`config.mk`:
```
export PLATFORM = sky130hd
export DESIGN_NAME = dmem_port_arbiter
export DESIGN_NICKNAME = d
export VERILOG_FILES = /design/src/rtl/dmem_port_arbiter.sv
export SDC_FILE = /design/constraint.sdc
export NUM_CORES = 1
export LEC_CHECK = 0
export BUFFER_PORTS_ARGS = -buffer_cell sky130_fd_sc_hd__buf_2
export CAP_MARGIN = 20
export CORE_AREA = 2 2 230 232
export DETAILED_ROUTE_END_ITERATION = 16
export DIE_AREA = 0 0 232 234
export RECOVER_POWER = 50
export SYNTH_ARGS = -nofsm -noshare
export SYNTH_HDL_FRONTEND = slang
export SYNTH_SLANG_ARGS = --single-unit
```
`constraint.sdc`:
```
create_clock -name clock -period 5 [get_ports clock]
set_input_delay 0.75 -clock clock [delete_from_list [all_inputs] [get_ports clock]]
set_output_delay 0.75 -clock clock [all_outputs]
set_load 0.03 [all_outputs]
```
`src/rtl/dmem_port_arbiter.sv`:
```
// dmem_port_arbiter: shares one data-memory port between the core MEM stage and a debug/loader port
// Optional build macro DMEM_ARB_FAIRNESS_EN enables the debug anti-starvation wait counter.
module dmem_port_arbiter #(
   parameter int MAX_WAIT = 8,
   parameter int MAX_LOCK = 4
) (
   input  logic        clock,
   input  logic        reset,
   input  logic        core_req,
   input  logic        core_we,
   input  logic [63:0] core_addr,
   input  logic [63:0] core_wdata,
   output logic [63:0] core_rdata,
   output logic        core_stall,
   input  logic        dbg_req,
   input  logic        dbg_we,
   input  logic        dbg_lock,
   input  logic [63:0] dbg_addr,
   input  logic [63:0] dbg_wdata,
   output logic        dbg_gnt,
   output logic [63:0] dbg_rdata,
   output logic        dbg_rvalid,
   output logic [63:0] mem_addr,
   output logic [63:0] mem_wdata,
   output logic        mem_write,
   output logic        mem_read,
   input  logic [63:0] mem_rdata
);
   typedef enum logic {ARB_IDLE, ARB_LOCK} state_t;
   state_t      r_state;
   state_t      w_next;
   logic [7:0]  r_lock_cnt;
   logic        w_fair;
   logic        w_dbg_win;
   logic [63:0] r_dbg_rdata;
   logic        r_dbg_rvalid;

`ifdef DMEM_ARB_FAIRNESS_EN
   logic [7:0] r_wait_cnt;
   assign w_fair = r_wait_cnt == 8'(MAX_WAIT);
   // count consecutive denied debug cycles, saturating at the forcing threshold
   always_ff @(posedge clock)
      if (reset || w_dbg_win || !dbg_req) r_wait_cnt <= '0;
      else if (!w_fair) r_wait_cnt <= r_wait_cnt + 8'd1;
`else
   assign w_fair = 1'b0;
`endif

   assign w_dbg_win = dbg_req & (!core_req | (r_state == ARB_LOCK && r_lock_cnt < 8'(MAX_LOCK)) | w_fair);

   // arbitration state register
   always_ff @(posedge clock)
      if (reset) r_state <= ARB_IDLE;
      else r_state <= w_next;

   // lock is held only while debug keeps winning with dbg_lock set; any denial (forced core slot) drops it
   always_comb w_next = (w_dbg_win && dbg_lock) ? ARB_LOCK : ARB_IDLE;

   // memory mux and handshake outputs; core traffic passes straight through when it owns the port
   always_comb begin
      dbg_gnt    = w_dbg_win;
      core_stall = core_req & w_dbg_win;
      core_rdata = mem_rdata;
      mem_addr   = w_dbg_win ? dbg_addr : core_req ? core_addr : '0;
      mem_wdata  = w_dbg_win ? dbg_wdata : core_req ? core_wdata : '0;
      mem_write  = w_dbg_win ? dbg_we : core_req & core_we;
      mem_read   = w_dbg_win ? !dbg_we : core_req & !core_we;
   end

   // locked beats taken against a requesting core, reset whenever the lock is released
   always_ff @(posedge clock)
      if (reset || w_next == ARB_IDLE) r_lock_cnt <= '0;
      else if (r_state == ARB_LOCK && w_dbg_win && core_req) r_lock_cnt <= r_lock_cnt + 8'd1;

   // capture debug read data one cycle after the granted beat
   always_ff @(posedge clock)
      if (reset) begin
         r_dbg_rdata  <= '0;
         r_dbg_rvalid <= 1'b0;
      end else begin
         r_dbg_rvalid <= w_dbg_win & !dbg_we;
         if (w_dbg_win && !dbg_we) r_dbg_rdata <= mem_rdata;
      end

   assign dbg_rdata  = r_dbg_rdata;
   assign dbg_rvalid = r_dbg_rvalid;
endmodule

```
==> results of run 1 <==
final cells by class:
type | instances | share of cell area, %
sequential | 74 | 17.45
clock buffer | 10 | 2.697
multi-input combinational | 601 | 34.18
inverter | 2 | 0.1769
antenna | 2 | 0.05895
clock inverter | 5 | 1.223
tap | 688 | 10.14
timing repair buffer | 601 | 34.08
flip-flops by register name (all words and copies together) (netlist names):
signal,cells
dbg_rdata,64
r_lock_cnt,8
dbg_rvalid,1
r_state,1
tightest hold or removal path, cell delays in order, from the launching register on:
cell and delay, ns:
sky130_fd_sc_hd__dfxtp_1 0.30, sky130_fd_sc_hd__o21ai_0 0.06, sky130_fd_sc_hd__a21oi_1 0.06
stage by stage:
stage	area [um2]	util, %	instances	hold slack, ns	power (mW)
6_report	8489	16.32	1983	0.4718	2.143
5_1_grt	8489	16.32	1983	0.4902	2.265
4_1_cts	8656	16.64	1981	0.4722	2.190
3_5_place_dp	8323	16.00	1966	0.4642	1.429
3_3_place_gp	8323	16.00	1966	0.4594	1.428
2_1_floorplan	5300	-	819	0.4514	1.147
path summary, 6_finish.rpt:
path	start	to	slack [ns]	depth (start not counted)
hold / removal	dbg_rdata[14]$_SDFFE_PP0P_	dbg_rdata[14]$_SDFFE_PP0P_	0.47	2
hold reg to reg	dbg_rdata[14]$_SDFFE_PP0P_	dbg_rdata[14]$_SDFFE_PP0P_	0.47	2
setup / recovery	dbg_req	mem_write	1.05	8
setup reg to reg	r_lock_cnt[7]$_SDFFE_PP0P_	dbg_rdata[17]$_SDFFE_PP0P_	2.33	6
where the power goes:
part	internal, mW	switching, mW	total (mW)
clock	0.485	0.260	0.745
sequential	0.609	0.00821	0.618
combinational	0.236	0.545	0.781
layer usage:
metal	GRT usage (%)	share of wire (%)
met3	2.481	9.6
met4	3.245	2.7
met1	10.24	41
met2	13.93	46
met5	0	0.051
logic make-up after synthesis:
family / count (synthesis) / synth area share, %
simple gates: 338 / 29.46
compound gates: 260 / 24.67
buf+inv: 144 / 17.33
flops: 74 / 27.95
xor+xnor: 1 / 0.1653
mux: 1 / 0.1889
fa+ha+maj: 1 / 0.2360
synth_stat cells:
master and n:
sky130_fd_sc_hd__nand2_1 257, sky130_fd_sc_hd__o21ai_0 183, sky130_fd_sc_hd__dfxtp_1 74, sky130_fd_sc_hd__buf_4 69
sky130_fd_sc_hd__a21oi_1 65, sky130_fd_sc_hd__nand3b_1 65, sky130_fd_sc_hd__clkbuf_1 54, sky130_fd_sc_hd__buf_6 15
sky130_fd_sc_hd__o21ai_1 10, sky130_fd_sc_hd__and2_1 5, sky130_fd_sc_hd__buf_2 4, sky130_fd_sc_hd__nor2_1 4
sky130_fd_sc_hd__nand2b_1 2, sky130_fd_sc_hd__nor4b_2 2, sky130_fd_sc_hd__a21boi_0 1, sky130_fd_sc_hd__a21oi_2 1
sky130_fd_sc_hd__and4_1 1, sky130_fd_sc_hd__clkinv_2 1, sky130_fd_sc_hd__ha_1 1, sky130_fd_sc_hd__inv_1 1
sky130_fd_sc_hd__mux2i_1 1, sky130_fd_sc_hd__nor2b_1 1, sky130_fd_sc_hd__nor3_1 1, sky130_fd_sc_hd__xnor2_1 1
==> run summary, run 1 <==
Run status -> finished, final reports clean
Startpoint type of the worst setup path -> primary input
Number of buffers on the longest clock path -> 2
Number of vias per cell after detailed routing -> 3.603
Floorplan core area -> 52020 um2
Number of H-tree levels -> 3
Total power per unit cell area -> 252.4 nW/um2
CP Capture Type -> primary output
Setup repair after global routing missed its margin -> false
First drt pass iteration count -> 5
Maximum number of pins on one net before global-route repair -> 136
Critical path cell sequence -> buf_2, nor4b_1, a21oi_4, inv_8, clkbuf_1, nand2b_1, a21boi_0, buf_2
Average routed wire per standard cell -> 12.82 um
CTS tree -> built
Number of nets with antenna violations after routing -> 0
Aggregate routed wire length -> 25420 um
Hold Buf Count CTS -> 0
Final Max Tran Viols -> 0
Number of nets in the layout -> 1617
Maximum Capacitance Violations -> 0
Required time of the critical path -> 4.25 ns
Min Tclk post-route -> 3.953 ns
Cell type contributing the most total cell area after synthesis -> sky130_fd_sc_hd__dfxtp_1
Endpoints failing setup -> 0
Standard cell with the maximum stage delay on the critical path -> sky130_fd_sc_hd__clkbuf_1
Worst-path clk slew -> 0.06 ns
Final period util -> 79.05%
Largest fanout on the critical path -> 135
Most common cell after layout, fill and taps aside -> sky130_fd_sc_hd__buf_2
Netlist cell types -> 24
Global-route usage over all layers -> 8.413%
Relative slew slack -> 40.21%
Total count of hold-check failures in the final report -> 0
Post-placement worst setup slack -> 1.612 ns
Total Die Area -> 54290 um2
Detailed placer's ending HPWL -> 20550 um
Effective utilization at floorplan -> 10.19%
Maximum vdd drop -> 0.1727 mV
Worst setup path category -> primary input to primary output
Post-CTS Setup Bufs -> 0
Worst hold-check path type -> register to register
I/O pin count -> 588
Bufs and invs on worst path -> 4
Synthesized Nets -> 1147
Gate count after technology mapping -> 819
CP delay by family, top -> buffers and inverters
Yosys reg bits -> 74
Post-cts resize count -> 0
Yosys warning count -> 0
Horizontal extent of the die -> 232 um
Max incr delay on CP -> 0.74 ns
Clock insertion delay at the later pin of the skew report -> 0.35 ns
Biggest area contributors in the synthesized netlist -> sky130_fd_sc_hd__dfxtp_1 (28%), sky130_fd_sc_hd__nand2_1 (18%), sky130_fd_sc_hd__o21ai_0 (17%)
Top cell type's share of synthesized area -> 27.95%
Netlist Area Pre-Place -> 5300 um2
Area growth from synthesis to final layout -> 60.17%
Number of global-route vias before repair -> 5857
Layout cell share with drive strength beyond 1 -> 37.74%
Sequential fraction of the synthesis area -> 27.95%
Total area of multi-input combinational cells -> 2902 um2
Port buffer count -> 587
Root Buffer -> sky130_fd_sc_hd__clkbuf_16
Fmax -> 253.0 MHz
Final RePlAce weighted congestion -> 0.8682
Violation count after the first detailed-routing iteration -> 405
First-pass GRT wire length -> 34340 um
Commonest cells after routing, fill and taps aside -> sky130_fd_sc_hd__buf_2 (457), sky130_fd_sc_hd__nand2_1 (257), sky130_fd_sc_hd__o21ai_0 (183)
Chip Height -> 234 um
# rows -> 84
Number of inserted filler cells in the final layout -> 6141
Static Leak -> 3.793 nW
Average footprint of a synthesized cell -> 6.471 um2
Number of CTS-inserted buffers -> 9
Cell seen most often among critical-path stages -> sky130_fd_sc_hd__buf_2
Number of antenna violations at the first check in global routing -> 4
Final Worst Setup Slack -> 1.047 ns
FF/Latch Area -> 1481 um2
Number of DRC violations after detailed routing -> 0
Worst Tran Pin Value -> 0.8969 ns
Data arrival time at the worst-slack endpoint -> 3.20 ns
Total number of vias -> 7145
Overflow after GRT -> 0
Sink Count -> 74
Final setup skew -> 0.009504 ns
Setup total negative slack -> 0 ns
Power figures use the tool's default switching activity.
==> run 2, diff against run 1 <==
Settings changed: CORE_AREA 2 2 230 232 to 2 2 226 228, DIE_AREA 0 0 232 234 to 0 0 228 230.
Clock period 5 ns to 3.9 ns, I/O delays scaled along.
==> run 2 against run 1 <==
  * Core utilization increased by 0.69 points
  * Final area is 0.13% lower
  * Largest cell class is now buffers
  * Non-clock buffer count stayed put
  * Global-route usage grew 1.4 points
  * Critical endpoint is now mem_addr[25]
==> run summary, run 2 (synthesized netlist as in run 1, its figures left out) <==
Detailed placer's ending HPWL -> 22390 um
Aggregate routed wire length -> 27610 um
Cell-internal power -> 1.618 mW
Area growth from synthesis to final layout -> 59.96%
Fraction of power spent switching nets -> 39.70%
Most common cell after layout, fill and taps aside -> sky130_fd_sc_hd__buf_2
Average routed wire per standard cell -> 14.02 um
Number of nets in the layout -> 1617
Post-cts resize count -> 0
Number of CTS-inserted buffers -> 9
Static Leak -> 3.791 nW
Number of buffers on the longest clock path -> 2
Worst-path clk slew -> 0.06 ns
Startpoint type of the worst setup path -> primary input
Maximum Capacitance Violations -> 0
Number of antenna violations at the first check in global routing -> 8
Port buffer count -> 587
# rows -> 82
Clock insertion delay at the later pin of the skew report -> 0.35 ns
Final period util -> 82.49%
Number of global-route vias before repair -> 6467
Required time of the critical path -> 3.31 ns
First-pass GRT wire length -> 39050 um
Total count of hold-check failures in the final report -> 0
Data arrival time at the worst-slack endpoint -> 2.63 ns
Total Die Area -> 52440 um2
Final Max Tran Viols -> 0
Crit. Startpoint -> dbg_req
Violation count after the first detailed-routing iteration -> 359
Effective utilization at floorplan -> 10.63%
Run status -> finished, final reports clean
Switching power total -> 1.065 mW
Horizontal extent of the die -> 228 um
Total number of vias -> 7146
I/O pin count -> 588
Post-placement worst setup slack -> 0.8572 ns
Maximum number of pins on one net before global-route repair -> 129
Floorplan core area -> 49860 um2
Setup total negative slack -> 0 ns
Sink Count -> 74
Layout cell share with drive strength beyond 1 -> 37.94%
Commonest cells after routing, fill and taps aside -> sky130_fd_sc_hd__buf_2 (457), sky130_fd_sc_hd__nand2_1 (257), sky130_fd_sc_hd__o21ai_0 (183)
Fraction of power consumed by sequential logic -> 29.5%
Largest register FFs -> 64
Post-route total power -> 2.683 mW
Number of vias per cell after detailed routing -> 3.627
Number of inserted filler cells in the final layout -> 5881
Final setup skew -> 0.007888 ns
Setup repair after global routing missed its margin -> false
CP Capture Type -> primary output
Largest fanout on the critical path -> 126
Fmax -> 310.8 MHz
Number of H-tree levels -> 3
Number of nets with antenna violations after routing -> 0
Worst Tran Pin Value -> 1.011 ns
CTS tree -> built
Total power per unit cell area -> 316.5 nW/um2
Worst hold margin -> 0.4745 ns
Global-route usage over all layers -> 9.782%
Endpoints failing setup -> 0
Post-CTS Setup Bufs -> 0
Number of DRC violations after detailed routing -> 0
Logic pwr share -> 37.6%
Root Buffer -> sky130_fd_sc_hd__clkbuf_16
Share of total power in the clock network -> 32.9%
Relative slew slack -> 32.62%
Maximum vdd drop -> 0.2168 mV
Final RePlAce weighted congestion -> 0.8550
First drt pass iteration count -> 7
Worst setup path category -> primary input to primary output
Min Tclk post-route -> 3.217 ns
Start point of the worst hold path -> dbg_rdata[10]$_SDFFE_PP0P_
Hold Buf Count CTS -> 0
Chip Height -> 230 um
Final Worst Setup Slack -> 0.6829 ns
Worst r2r src -> r_lock_cnt[4]$_SDFFE_PP0P_
Worst hold-check path type -> register to register
Overflow after GRT -> 0
## run 2: worst max-delay path: stages
cell	delay, ns
sky130_fd_sc_hd__buf_2	0.11
sky130_fd_sc_hd__nor4b_2	0.15
sky130_fd_sc_hd__a21oi_1	0.41
sky130_fd_sc_hd__inv_8	0.27
sky130_fd_sc_hd__o21ai_0	0.67
sky130_fd_sc_hd__buf_2	0.32
## run 2: final cells by class
cell class | count | area [um2] | share of cell area, %
diodes | 4 | 10.01 | 0.1181
inverters | 2 | 15.01 | 0.1771
clock buffers | 11 | 252.7 | 2.981
repair buffers | 601 | 2919 | 34.43
well taps | 672 | 840.8 | 9.917
multi-input cells | 601 | 2897 | 34.16
clock inverters | 5 | 62.56 | 0.7379
flip-flops and latches | 74 | 1481 | 17.47
## run 2: path summary, 6_finish.rpt
kind / endpoint / slack, ns / depth (start not counted)
setup / recovery: mem_addr[25] / 0.68 / 6
hold / removal: dbg_rdata[10]$_SDFFE_PP0P_ / 0.47 / 2
setup reg to reg: dbg_rdata[2]$_SDFFE_PP0P_ / 1.18 / 7
hold reg to reg: dbg_rdata[10]$_SDFFE_PP0P_ / 0.47 / 2
## run 2: metrics by stage
step	cells	area (um2)	util [%]
after floorplan	819	5300	-
after global placement	1950	8328	16.70
after detailed placement	1950	8328	16.70
after CTS	1966	8643	17.33
after global routing	1969	8476	17.00
final	1970	8478	17.00
## run 2: layer usage
layer  part of all wire (%)  track usage [%]  vias up
met4                    3.4            4.820        8
met1                     40            11.38     3125
met5                   0.16                0        -
li1                       -                -     3607
met2                     47            16.16      359
met3                    8.8            3.175       47
## run 2: power by group through the flow
stage / logic, mW / clock network [mW] / registers, mW
floorplan: 0.613 / 0 / 0.857
global placement: 1.04 / 0 / 0.807
detailed placement: 1.04 / 0 / 0.808
CTS: 1.04 / 0.936 / 0.791
global route: 1.09 / 0.955 / 0.795
finish: 1.01 / 0.882 / 0.792
==> run 3, diff against run 2 <==
Clock period 3.9 ns to 3.1 ns, I/O delays scaled along.
==> run 3 against run 2 <==
  * Sequential share of layout area is 0.28 points lower
  * Combinational power is 29% higher
  * Wire length is 1.3% higher
  * Register-to-register slack worse by 0.34 ns
  * Global-route usage is 0.082 points higher
  * Die area stayed put
  * Non-clock buffer count is 4 higher
  * Total power is 28% higher
  * Count of clock-buffer cells in the layout is 1 lower
  * Via count is 0.98% lower
  * Critical path depth is 1 higher
  * Sequential cell count stayed put
  * Largest cell class unchanged
  * Highest routed layer unchanged
==> run summary, run 3 (synthesized netlist as in run 1, its figures left out) <==
Run status -> finished, final reports clean
# rows -> 82
Chip Height -> 230 um
Post-CTS Setup Bufs -> 0
Endpoints failing setup -> 0
Number of inserted filler cells in the final layout -> 5805
Worst Tran Pin Value -> 0.8023 ns
Fmax -> 367.8 MHz
Static Leak -> 3.845 nW
Number of nets with antenna violations after routing -> 0
Startpoint type of the worst setup path -> register
Post-Place Cell Area -> 8453 um2
Final standard cell area without fillers -> 8616 um2
First drt pass iteration count -> 5
Most common cell after layout, fill and taps aside -> sky130_fd_sc_hd__buf_2
Floorplan core area -> 49860 um2
Commonest cells after routing, fill and taps aside -> sky130_fd_sc_hd__buf_2 (454), sky130_fd_sc_hd__nand2_1 (257), sky130_fd_sc_hd__o21ai_0 (183)
Final Worst Setup Slack -> 0.3808 ns
Worst hold margin -> 0.3797 ns
Worst hold-check path type -> primary input to register
Largest register FFs -> 64
Clock insertion delay at the later pin of the skew report -> 0.36 ns
Number of nets in the layout -> 1621
Relative slew slack -> 46.52%
Final period util -> 87.72%
Maximum number of pins on one net before global-route repair -> 129
Largest fanout on the critical path -> 53
I/O pin count -> 588
Maximum vdd drop -> 0.2962 mV
Number of DRC violations after detailed routing -> 0
Number of H-tree levels -> 3
Overflow after GRT -> 0
Maximum Capacitance Violations -> 0
Worst setup path category -> register to primary output
Global-route usage over all layers -> 9.864%
Final setup skew -> 0.01096 ns
Final core utilization -> 17.28%
Min Tclk post-route -> 2.719 ns
Number of buffers on the longest clock path -> 2
Total count of hold-check failures in the final report -> 0
Average routed wire per standard cell -> 14.16 um
Port buffer count -> 587
CTS tree -> built
Root Buffer -> sky130_fd_sc_hd__clkbuf_16
Number of vias per cell after detailed routing -> 3.583
Start point of the worst hold path -> mem_rdata[27]
Hold Buf Count CTS -> 0
First-pass GRT wire length -> 39070 um
Total Die Area -> 52440 um2
Sink Count -> 74
Final Max Tran Viols -> 0
Worst r2r src -> r_lock_cnt[4]$_SDFFE_PP0P_
Violation count after the first detailed-routing iteration -> 332
Area growth from synthesis to final layout -> 62.56%
Setup total negative slack -> 0 ns
Number of CTS-inserted buffers -> 9
Horizontal extent of the die -> 228 um
Detailed placer's ending HPWL -> 22520 um
Aggregate routed wire length -> 27970 um
Final RePlAce weighted congestion -> 0.8932
Required time of the critical path -> 2.63 ns
Number of global-route vias before repair -> 6257
Number of antenna violations at the first check in global routing -> 8
Crit. Startpoint -> r_lock_cnt[4]$_SDFFE_PP0P_
Post-placement worst setup slack -> 0.5633 ns
Total number of vias -> 7076
Worst-path clk slew -> 0.07 ns
Post-cts resize count -> 0
Data arrival time at the worst-slack endpoint -> 2.25 ns
Total power per unit cell area -> 398.0 nW/um2
Layout cell share with drive strength beyond 1 -> 38.21%
Setup repair after global routing missed its margin -> false
CP Capture Type -> primary output
Effective utilization at floorplan -> 10.63%
## run 3: changes by cell type in the layout (fill, tap and decap cells not counted), sizes merged
cell	before	now
clkinvlp	2	1
clkinv	2	1
clkbuf	141	139
inv	2	5
diode	4	5
buf	471	476
## run 3: critical path, cell delays in order, from the launching register on
cell,delay [ns]
sky130_fd_sc_hd__dfxtp_1,0.32
sky130_fd_sc_hd__nor4b_2,0.40
sky130_fd_sc_hd__a21oi_4,0.15
sky130_fd_sc_hd__inv_8,0.22
sky130_fd_sc_hd__buf_12,0.24
sky130_fd_sc_hd__nand2_1,0.09
sky130_fd_sc_hd__o21ai_0,0.18
sky130_fd_sc_hd__buf_2,0.28
## run 3: per-layer routing
metal,global-route usage [%],routed length [um],vias up
li1,-,-,3617
met1,11.51,11250,3057
met2,16.18,13080,350
met3,3.547,2601,44
met4,4.453,991,8
met5,0,50,-
## run 3: layout make-up
type,count,area (um2),share of cell area (%)
Multi-Input combinational cell,601,2908,33.75
Timing Repair Buffer,605,3047,35.36
Inverter,2,15.01,0.1743
Clock buffer,10,239.0,2.774
Sequential cell,74,1481,17.19
Tap cell,672,840.8,9.759
Clock inverter,6,72.57,0.8423
Antenna cell,5,12.51,0.1452
## run 3: path summary, 6_finish.rpt
path,to,slack [ns],cells after the start
max,mem_wdata[24],0.38,7
min,dbg_rdata[27]$_SDFFE_PP0P_,0.38,3
max reg2reg,r_lock_cnt[4]$_SDFFE_PP0P_,0.84,7
min reg2reg,dbg_rdata[55]$_SDFFE_PP0P_,0.47,2
## run 3: stage by stage
step                std cells  power, mW
floorplan                 819      1.850
detailed placement       1954      2.347
finish                   1975      3.429
CTS                      1970      3.529
global placement         1954      2.348
global route             1974      3.624
## run 3: report_power, final
part	internal (mW)	switching, mW	leakage [nW]	total, mW
clock network	0.656	0.478	0.150	1.13
registers	0.982	0.0138	0.601	0.996
logic	0.406	0.893	3.09	1.30
